`config.mk`:
```
export PLATFORM = sky130hd
export DESIGN_NAME = flash_session_ctrl_flat
export DESIGN_NICKNAME = d
export VERILOG_FILES = /design/src/rtl/flash_pkg.sv /design/src/rtl/flash_session_ctrl_if.sv /design/src/rtl/flash_sess_wdog.sv /design/src/rtl/flash_session_ctrl.sv /design/src/flat_wrapper.sv
export SDC_FILE = /design/constraint.sdc
export NUM_CORES = 1
export LEC_CHECK = 0
export CAP_MARGIN = 25
export CORE_MARGIN = 4
export CORE_UTILIZATION = 51
export CTS_BUF_LIST = sky130_fd_sc_hd__clkbuf_16
export CTS_CLUSTER_SIZE = 14
export DETAILED_ROUTE_END_ITERATION = 7
export PLACE_DENSITY = 0.79
export SKIP_CTS_REPAIR_TIMING = 1
export SLEW_MARGIN = 20
export SYNTH_ARGS = -nofsm -noshare
export SYNTH_HDL_FRONTEND = slang
export SYNTH_HIERARCHICAL = 1
export SYNTH_SLANG_ARGS = --single-unit
```
`constraint.sdc`:
```
create_clock -name clk_in -period 2.6 [get_ports clk_in]
set_input_delay 0.52 -clock clk_in [delete_from_list [all_inputs] [get_ports clk_in]]
set_output_delay 0.52 -clock clk_in [all_outputs]
set_load 0.05 [all_outputs]
```
`src/rtl/flash_pkg.sv`:
```
// Shared encodings for the JPEG flash session sequencer: master commands,
// session states and the default header-timeout depth.
package flash_pkg;

   localparam int DEF_HDR_TIMEOUT = 4096;

   typedef enum logic [1:0] {
      CMD_IDLE  = 2'b00,
      CMD_OPEN  = 2'b01,
      CMD_WRITE = 2'b10,
      CMD_CLOSE = 2'b11
   } cmd_t;

   typedef enum logic [2:0] {
      S_IDLE,
      S_WAIT_DIM,
      S_HDR_START,
      S_HDR_RUN,
      S_DATA,
      S_CLOSE,
      S_DONE,
      S_ERR
   } state_t;

   function automatic cmd_t cmd_for(input state_t s);
      case (s)
         S_WAIT_DIM:                   return CMD_OPEN;
         S_HDR_START, S_HDR_RUN, S_DATA: return CMD_WRITE;
         S_CLOSE:                      return CMD_CLOSE;
         default:                      return CMD_IDLE;
      endcase
   endfunction

   // Idle-like states are the only ones that accept a new session request.
   function automatic logic is_session(input state_t s);
      return !(s == S_IDLE || s == S_DONE || s == S_ERR);
   endfunction

endpackage

```
`src/rtl/flash_session_ctrl_if.sv`:
```
// Session-level signals between the sequencer, the header/data writer pair
// and the flash master. master = the sequencer, slave = its surroundings.
interface flash_session_ctrl_if
   import flash_pkg::*;
#(
   parameter int CNT_W = 32
);

   logic             go;
   logic             dimensions_valid;
   logic             hdr_busy;
   logic             d_write;
   logic             eof_in;
   logic             s_halt;
   logic             hdr_start;
   logic             data_en;
   logic             session_busy;
   logic             done;
   logic             error;
   cmd_t             m_cmd;
   logic [CNT_W-1:0] word_count;

   modport master (
      input  go, dimensions_valid, hdr_busy, d_write, eof_in, s_halt,
      output hdr_start, data_en, session_busy, done, error, m_cmd, word_count
   );

   modport slave (
      output go, dimensions_valid, hdr_busy, d_write, eof_in, s_halt,
      input  hdr_start, data_en, session_busy, done, error, m_cmd, word_count
   );

endinterface

```
`src/rtl/flash_sess_wdog.sv`:
```
// Header-phase watchdog: counts enabled cycles since clear and flags the
// cycle on which the count would reach LIMIT.
module flash_sess_wdog
   import flash_pkg::*;
#(
   parameter int LIMIT = DEF_HDR_TIMEOUT
) (
   input  logic clk_in,
   input  logic rst,
   input  logic clr,
   input  logic en,
   output logic expire
);

   localparam int CW = $clog2(LIMIT + 1);

   logic [CW-1:0] count;

   always_ff @(posedge clk_in or negedge rst) begin
      if (!rst) begin
         count <= '0;
      end else if (clr) begin
         count <= '0;
      end else if (en && count != CW'(LIMIT)) begin
         count <= count + 1'b1;
      end
   end

   // Fires on the LIMIT-th enabled cycle, so the owner leaves on that edge.
   assign expire = en && (count == CW'(LIMIT - 1));

endmodule

```
`src/rtl/flash_session_ctrl.sv`:
```
// Sequencer for one JPEG file write to flash: open, header, data, close.
// Optional header timeout enabled by defining FLASH_SESSION_TIMEOUT_EN.
module flash_session_ctrl
   import flash_pkg::*;
#(
   parameter int HDR_TIMEOUT = DEF_HDR_TIMEOUT,
   parameter int CNT_W       = 32
) (
   input logic                  clk_in,
   input logic                  rst,
   flash_session_ctrl_if.master bus
);

`ifdef FLASH_SESSION_TIMEOUT_EN
   localparam bit TIMEOUT_EN = 1'b1;
`else
   localparam bit TIMEOUT_EN = 1'b0;
`endif

   if (HDR_TIMEOUT < 1) begin : g_bad_timeout
      $error("HDR_TIMEOUT must be at least 1");
   end

   state_t           state, state_next;
   logic             hdr_seen;
   logic             expire;
   logic             go_ok;
   logic             count_en;
   logic [CNT_W-1:0] word_count;

   cmd_t m_cmd_q, cmd_next;
   logic hdr_start_q, hdr_start_next;
   logic data_en_q, data_en_next;
   logic busy_q, busy_next;
   logic done_q, done_next;
   logic err_q, err_next;

   assign go_ok    = bus.go && !is_session(state);
   assign count_en = (state == S_DATA) && bus.d_write && !bus.s_halt;

`ifdef FLASH_SESSION_TIMEOUT_EN
   flash_sess_wdog #(
      .LIMIT(HDR_TIMEOUT)
   ) u_wdog (
      .clk_in (clk_in),
      .rst    (rst),
      .clr    (state != S_HDR_RUN),
      .en     ((state == S_HDR_RUN) && !hdr_seen),
      .expire (expire)
   );
`else
   assign expire = 1'b0;
`endif

   always_comb begin
      // NOTE: defaults first, so no branch of the case can infer a latch.
      state_next = state;
      case (state)
         S_IDLE:      if (bus.go) state_next = S_WAIT_DIM;
         S_WAIT_DIM:  if (bus.dimensions_valid) state_next = S_HDR_START;
         S_HDR_START: state_next = S_HDR_RUN;
         S_HDR_RUN: begin
            // A header beat on the expiry cycle outranks the timeout.
            if (!bus.hdr_busy) begin
               if (hdr_seen)    state_next = S_DATA;
               else if (expire) state_next = S_ERR;
            end
         end
         S_DATA:      if (bus.eof_in) state_next = S_CLOSE;
         S_CLOSE:     if (!bus.s_halt) state_next = S_DONE;
         S_DONE:      state_next = bus.go ? S_WAIT_DIM : S_IDLE;
         S_ERR:       if (bus.go) state_next = S_WAIT_DIM;
         default:     state_next = S_IDLE;
      endcase

      // Outputs are decoded from the next state and registered, so they
      // change on the same edge as the state they describe.
      cmd_next       = cmd_for(state_next);
      hdr_start_next = (state_next == S_HDR_START);
      data_en_next   = (state_next == S_DATA);
      busy_next      = is_session(state_next);
      done_next      = (state_next == S_DONE);
      err_next       = TIMEOUT_EN && (state_next == S_ERR);
   end

   // NOTE: sequential state uses non-blocking assignments only.
   always_ff @(posedge clk_in or negedge rst) begin
      if (!rst) begin
         state       <= S_IDLE;
         hdr_seen    <= 1'b0;
         word_count  <= '0;
         m_cmd_q     <= CMD_IDLE;
         hdr_start_q <= 1'b0;
         data_en_q   <= 1'b0;
         busy_q      <= 1'b0;
         done_q      <= 1'b0;
         err_q       <= 1'b0;
      end else begin
         state       <= state_next;
         m_cmd_q     <= cmd_next;
         hdr_start_q <= hdr_start_next;
         data_en_q   <= data_en_next;
         busy_q      <= busy_next;
         done_q      <= done_next;
         err_q       <= err_next;

         if (state == S_HDR_START) begin
            hdr_seen <= 1'b0;
         end else if (state == S_HDR_RUN && bus.hdr_busy) begin
            hdr_seen <= 1'b1;
         end

         // Wraps silently; the count is held after DONE until the next go.
         if (go_ok) begin
            word_count <= '0;
         end else if (count_en) begin
            word_count <= word_count + 1'b1;
         end
      end
   end

   assign bus.m_cmd        = m_cmd_q;
   assign bus.hdr_start    = hdr_start_q;
   assign bus.data_en      = data_en_q;
   assign bus.session_busy = busy_q;
   assign bus.done         = done_q;
   assign bus.error        = err_q;
   assign bus.word_count   = word_count;

endmodule
```
`src/flat_wrapper.sv`:
```
// flat-port wrapper written by rule: the top's interface ports become plain ports
module flash_session_ctrl_flat import flash_pkg::*;
#(
   parameter int HDR_TIMEOUT = DEF_HDR_TIMEOUT,
   parameter int CNT_W       = 32
)
  (clk_in, rst, bus_go, bus_dimensions_valid, bus_hdr_busy, bus_d_write, bus_eof_in, bus_s_halt, bus_hdr_start, bus_data_en, bus_session_busy, bus_done, bus_error, bus_m_cmd, bus_word_count);
  flash_session_ctrl_if #(.CNT_W(CNT_W)) bus_i ();
  input logic clk_in;
  input logic rst;
  input wire logic [$bits(bus_i.go)-1:0] bus_go;
  input wire logic [$bits(bus_i.dimensions_valid)-1:0] bus_dimensions_valid;
  input wire logic [$bits(bus_i.hdr_busy)-1:0] bus_hdr_busy;
  input wire logic [$bits(bus_i.d_write)-1:0] bus_d_write;
  input wire logic [$bits(bus_i.eof_in)-1:0] bus_eof_in;
  input wire logic [$bits(bus_i.s_halt)-1:0] bus_s_halt;
  output wire logic [$bits(bus_i.hdr_start)-1:0] bus_hdr_start;
  output wire logic [$bits(bus_i.data_en)-1:0] bus_data_en;
  output wire logic [$bits(bus_i.session_busy)-1:0] bus_session_busy;
  output wire logic [$bits(bus_i.done)-1:0] bus_done;
  output wire logic [$bits(bus_i.error)-1:0] bus_error;
  output wire logic [$bits(bus_i.m_cmd)-1:0] bus_m_cmd;
  output wire logic [$bits(bus_i.word_count)-1:0] bus_word_count;
  assign bus_i.go = bus_go;
  assign bus_i.dimensions_valid = bus_dimensions_valid;
  assign bus_i.hdr_busy = bus_hdr_busy;
  assign bus_i.d_write = bus_d_write;
  assign bus_i.eof_in = bus_eof_in;
  assign bus_i.s_halt = bus_s_halt;
  assign bus_hdr_start = bus_i.hdr_start;
  assign bus_data_en = bus_i.data_en;
  assign bus_session_busy = bus_i.session_busy;
  assign bus_done = bus_i.done;
  assign bus_error = bus_i.error;
  assign bus_m_cmd = bus_i.m_cmd;
  assign bus_word_count = bus_i.word_count;
  flash_session_ctrl #(.HDR_TIMEOUT(HDR_TIMEOUT), .CNT_W(CNT_W)) u_core (.clk_in(clk_in), .rst(rst), .bus(bus_i));
endmodule
```
Yosys cells after proc, flatten, opt, wreduce, memory -nomap -nowiden --
Index checks and enable logic that the tools add are counted.
Storage, ports and cells: flip-flop bits (word level) 42, input port bits 8, output and inout port bits 39, logic and storage cells 52
Operators by class: $add $sub $neg 1, equality and inequality tests 14, mux-type cells 13, reduce and logical (&&, ||, !) cells 16
Operator list (number):
- 32-bit two-way mux | 2
- 32-bit by 1-bit adder with 32-bit output (second input constant) | 1
- 3-bit equality test (second input constant) | 8
- 3-bit case mux with 7 select lines | 1
- 3-bit two-way mux | 6
- 3-bit by 2-bit equality test with 1-bit output (second input constant) | 4
- 3-bit by 1-bit equality test with 1-bit output (second input constant) | 2
- 3-bit logical NOT | 2
- 2-bit case mux with 3 select lines | 1
- 1-bit logical AND | 4
- 1-bit logical OR | 4
- 2-bit nonzero test | 2
- 1-bit two-way mux | 3
- 3-bit OR reduction | 1
- 1-bit logical NOT | 2
- 2-bit OR reduction | 1

Longest topological paths before layout --
depth in word-level cells 7, mapped depth 7, depth with buffers taken out 5

Worst setup path before layout --
Ideal clock, no wire load.
path type register to register, start point register u_core.word_count[0], in the netlist u_core/bus.word_count[0], end point register u_core.word_count[30], in the netlist u_core/bus.word_count[30], setup time 0.079 ns, arrival time 2.355 ns, data required time 2.521 ns, path slack 0.165 ns, stages on the path, launching flop included 6, buffers on the path 0, period minus slack after synthesis 2.435 ns, path through dfrtp_1 > ha_1 > nand4_1 > or4_1 > a2111oi_0 > mux2i_1
On the way: longest elaborated chain between the ends 3
Ends and longest elaborated chain:
- start: declaration | RTL line flash_session_ctrl.sv:29 | logic [CNT_W-1:0] word_count;
- start signal: assignment | RTL line flash_session_ctrl.sv:117 | word_count <= word_count + 1'b1;
- 32-bit by 1-bit adder with 32-bit output | RTL line flash_session_ctrl.sv:117
- 32-bit two-way mux | RTL line flash_session_ctrl.sv:116 | end else if (count_en) begin
- 32-bit two-way mux | RTL line flash_session_ctrl.sv:114 | if (go_ok) begin
Every way passes these cells. The select of a mux whose other input is x is not followed. A chain may end at the register's enable or synchronous reset.

Worst setup path in the final report --
start point input bus_s_halt, end point register u_core.word_count[27], in the netlist u_core/bus.word_count[27]
On the way: longest elaborated chain between the ends 3
Ends and longest elaborated chain:
- start: declaration | RTL line flat_wrapper.sv:16 | input wire logic [$bits(bus_i.s_halt)-1:0] bus_s_halt;
- 1-bit logical NOT | RTL line flash_session_ctrl.sv:39 | assign count_en = (state == S_DATA) && bus.d_write && !bus.s_halt;
- 1-bit logical AND | RTL line flash_session_ctrl.sv:39
- 2-bit nonzero test (no source line)
Every way passes these cells.

==> impl_results.rst <==
.. list-table::
   :header-rows: 1

   * - Metric
     - Value
   * - Run status
     - finished, final reports clean
   * - Filler instances
     - 320
   * - R2r startpoint
     - u_core/state[1]
   * - Leakage Power
     - 0.001264 uW
   * - DP Wirelength
     - 4.277 mm
   * - Count of pins on the block boundary
     - 47
   * - Number of antenna violations at the first check in global routing
     - 0
   * - Maximum number of pins on one net before global-route repair
     - 24
   * - Post-DR vias/cell
     - 6.003
   * - Post-Synthesis Net Count
     - 262
   * - Port bufs
     - 45
   * - Largest cells by area after synthesis
     - sky130_fd_sc_hd__dfrtp_1 (46%), sky130_fd_sc_hd__a21oi_1 (4.4%), sky130_fd_sc_hd__or4_1 (4.2%)
   * - Max transition margin
     - 66.16%
   * - Crit path capture type
     - flop
   * - Power per Cell Area
     - 717.3 mW/mm^2
   * - Worst path cell trace
     - clkdlybuf4s50_1 -> or3b_4 -> or4_4 -> or4_1 -> a21oi_1
   * - Router iterations before antenna repair
     - 4
   * - Number of maximum-capacitance violations
     - 0
   * - CP max-delay cell
     - sky130_fd_sc_hd__or4_4
   * - Worst r2r path cells
     - 4
   * - Total vias in the final route
     - 2,197
   * - Highest cell delay on the worst timing path
     - 0.67 ns
   * - Critical Path RT
     - 2.80 ns
   * - CTS tree
     - built
   * - Layout overhead on the synthesized area
     - 35.13%
   * - DRT antenna net count
     - 0
   * - Critical path endpoint
     - u_core/bus.word_count[27]
   * - Worst-margin pin slew
     - 0.4947 ns
   * - Layout Skew
     - 0.007040 ns
   * - Fraction of layout cells with a size suffix above 1
     - 12.42%
   * - Top fanout value on the critical path
     - 23
   * - Cell area after synthesis
     - 0.002297 mm^2
   * - Setup violations, final
     - 0
   * - First DRT Iteration DRCs
     - 205
   * - Arrival time of the worst setup path
     - 2.78 ns
   * - # clock sinks
     - 42
   * - Cell type contributing the most total cell area after synthesis
     - sky130_fd_sc_hd__dfrtp_1
   * - Post-layout net count
     - 322
   * - Number of synthesized register bits
     - 42
   * - Worst-case clock buffer depth
     - 2
   * - CTS clk-pin slew, worst paths
     - 0.06 ns
   * - Fin worst setup slack
     - 0.01948 ns
   * - Clock latency on the worst-skew pair
     - 0.28 ns
   * - Detailed Route WL
     - 5.855 mm
   * - Antenna cells
     - 0
   * - Gpl congestion
     - 0.8539
   * - RSZ-0062 raised after global routing
     - true
   * - Clock tree root buffer cell
     - sky130_fd_sc_hd__clkbuf_16
   * - Highest clock rate
     - 387.5 MHz
   * - Critical register-to-register path endpoint
     - u_core/bus.word_count[27]
   * - Worst setup SP type
     - primary input
   * - Clock buffer count from CTS
     - 5
   * - Number of rows in the core area
     - 24
   * - Final critical-path share of the clock period
     - 99.25%
   * - Proportion of synthesized chip area in sequential cells
     - 45.75%
   * - Starting Density
     - 52.76%
   * - Total negative slack for setup checks
     - 0 ns
   * - Die outline width
     - 75.12 um
   * - Global-route wire length before repair
     - 9.846 mm
   * - Synth Warn #
     - 6
   * - Residual DRC
     - 0
   * - Min Clock Period, post-route
     - 2.581 ns
   * - Maximum level of the CTS H-tree
     - 2
   * - Launching instance or port of the critical path
     - bus_s_halt
   * - Class of the most critical setup path
     - in2reg
   * - Number of distinct library cell variants in the gate-level netlist after synthesis
     - 39
   * - Vias in the first global route
     - 2,153
   * - Core area
     - 0.004354 mm^2
   * - Worst slack at placement
     - -0.2813 ns
   * - Largest voltage drop on the vdd net
     - 0.7740 mV
   * - Worst hold path class
     - in2async
   * - Average routed wire per standard cell
     - 16.00 um
   * - Congestion Overflow GR
     - 0
   * - Worst reg2reg setup slack
     - 0.30 ns
   * - Avg Inst Size Synth
     - 9.080 um^2
   * - Number of failing hold endpoints at the final stage
     - 0
   * - Total design power
     - 2227 uW
   * - Chip Height
     - 75.12 um
   * - Share of the synthesized area in the top cell type
     - 45.75%
   * - Number of instances in the synthesized netlist
     - 253
   * - Global router's overall resource usage
     - 22.41%
   * - Area of the die
     - 0.005642 mm^2
   * - Count of pins over their slew limit
     - 0
[placed cells by master, fill, tap and decap left out, drive strengths merged, types with 2 or more instances in the layout]
master,synthesis,routed
nand3,12,12
clkdlybuf4s50,0,44
nor2b,2,2
or4,14,14
mux2,3,3
mux2i,9,9
nand2,24,24
dfrtp,42,42
nor2,17,17
buf,3,24
nand4,10,10
nor3,7,7
xor2,2,2
a21oi,20,20
xnor2,5,5
inv,11,12
a2111oi,2,2
or3,10,10
and4,5,5
and3,5,5
o21ai,7,7
o31ai,10,10
nor4,8,8
clkbuf,12,5
[area by class of cell]
type	count	area [um^2]	area share [%]
Clock buffer	5	125.1	4.031
Clock inverter	3	41.29	1.330
Inverter	11	41.29	1.330
Multi-Input combinational cell	185	1159	37.32
Sequential cell	42	1051	33.86
Tap cell	52	65.06	2.096
Timing Repair Buffer	68	621.8	20.03
[power by group]
part | switching [uW] | internal, uW | leakage [uW]
Sequential | 63.8 | 727 | 0.000568
Combinational | 461 | 283 | 0.000615
Clock | 244 | 449 | 0.0000812
[cell usage after synthesis]
cell / instances
sky130_fd_sc_hd__nor3b_1: 1
sky130_fd_sc_hd__and3_1: 5
sky130_fd_sc_hd__dfrtp_1: 42
sky130_fd_sc_hd__nor4b_1: 1
sky130_fd_sc_hd__nand3b_1: 1
sky130_fd_sc_hd__nor4_1: 8
sky130_fd_sc_hd__or4_4: 1
sky130_fd_sc_hd__xor2_1: 2
sky130_fd_sc_hd__o21bai_1: 1
sky130_fd_sc_hd__buf_4: 1
sky130_fd_sc_hd__nor2b_1: 2
sky130_fd_sc_hd__buf_6: 1
sky130_fd_sc_hd__nor2_1: 17
sky130_fd_sc_hd__or2_2: 1
sky130_fd_sc_hd__o311a_1: 1
sky130_fd_sc_hd__or3b_1: 1
sky130_fd_sc_hd__or3_1: 10
sky130_fd_sc_hd__a2111oi_0: 2
sky130_fd_sc_hd__nand4_1: 10
sky130_fd_sc_hd__nand2_1: 24
sky130_fd_sc_hd__o22a_1: 1
sky130_fd_sc_hd__o31ai_1: 10
sky130_fd_sc_hd__a21oi_1: 20
sky130_fd_sc_hd__and2_1: 1
sky130_fd_sc_hd__mux2i_1: 9
sky130_fd_sc_hd__ha_1: 1
sky130_fd_sc_hd__inv_1: 11
sky130_fd_sc_hd__or4_1: 13
sky130_fd_sc_hd__nor3_1: 7
sky130_fd_sc_hd__buf_2: 1
sky130_fd_sc_hd__mux2_2: 3
sky130_fd_sc_hd__conb_1: 1
sky130_fd_sc_hd__nand3_1: 12
sky130_fd_sc_hd__xnor2_1: 5
sky130_fd_sc_hd__nand2b_1: 1
sky130_fd_sc_hd__a41oi_1: 1
sky130_fd_sc_hd__and4_1: 5
sky130_fd_sc_hd__o21ai_0: 7
sky130_fd_sc_hd__clkbuf_1: 12
[through the flow]
stage / hold WS [ns] / util (%) / area (um^2) / std cells
after floorplan: 0.2244 / - / 2297 / 253
after global placement: 0.4970 / 66.87 / 2912 / 358
after detailed placement: 0.4998 / 66.87 / 2912 / 358
after CTS: 0.2007 / 70.69 / 3078 / 366
after global routing: 0.2127 / 71.29 / 3104 / 366
final: 0.1798 / 71.29 / 3104 / 366
[flip-flops by register name, indices dropped and copies added (netlist names)]
name / cells
u_core/state: 3
u_core/bus.hdr_start: 1
u_core/bus.word_count: 32
u_core/bus.data_en: 1
u_core/bus.done: 1
u_core/hdr_seen: 1
u_core/bus.m_cmd: 2
u_core/bus.session_busy: 1
[kinds of logic after synthesis]
| group | Yosys count | synth area share (%) |
|---|---|---|
| muxes | 12 | 5.392 |
| DFF | 42 | 45.75 |
| AOI/OAI and AO/OA | 43 | 11.44 |
| xor gates and xnor gates | 7 | 2.669 |
| buffers and inverters | 26 | 4.793 |
| other | 1 | 0.1632 |
| adders and majority gates | 1 | 0.5446 |
| and+or+nand+nor | 121 | 29.25 |
[worst max-delay path: cells and delay by family]
kind	cells	cell delay, ns
buffers and inverters	1	0.44
and+or+nand+nor	3	1.64
AOI/OAI and AO/OA	1	0.18
[routing by layer]
layer  wire length (um)  track usage, %  part of all wire, %
met2               2952           37.81                   50
met5                  0               0                    0
met3                432           4.806                  7.4
met4                 31           6.917                 0.53
met1               2439           28.75                   42
[worst min path at each step]
stage	cells past startpoint	to	slack (ns)
after global routing	1	u_core/bus.word_count[17]	0.21
after CTS	1	u_core/bus.word_count[12]	0.20
final	1	u_core/bus.word_count[15]	0.18
after detailed placement	1	u_core/bus.word_count[15]	0.50
after floorplan	0	u_core/bus.data_en	0.22
after global placement	1	u_core/bus.word_count[15]	0.50
Note: power is estimated with default switching activity, not from simulation.
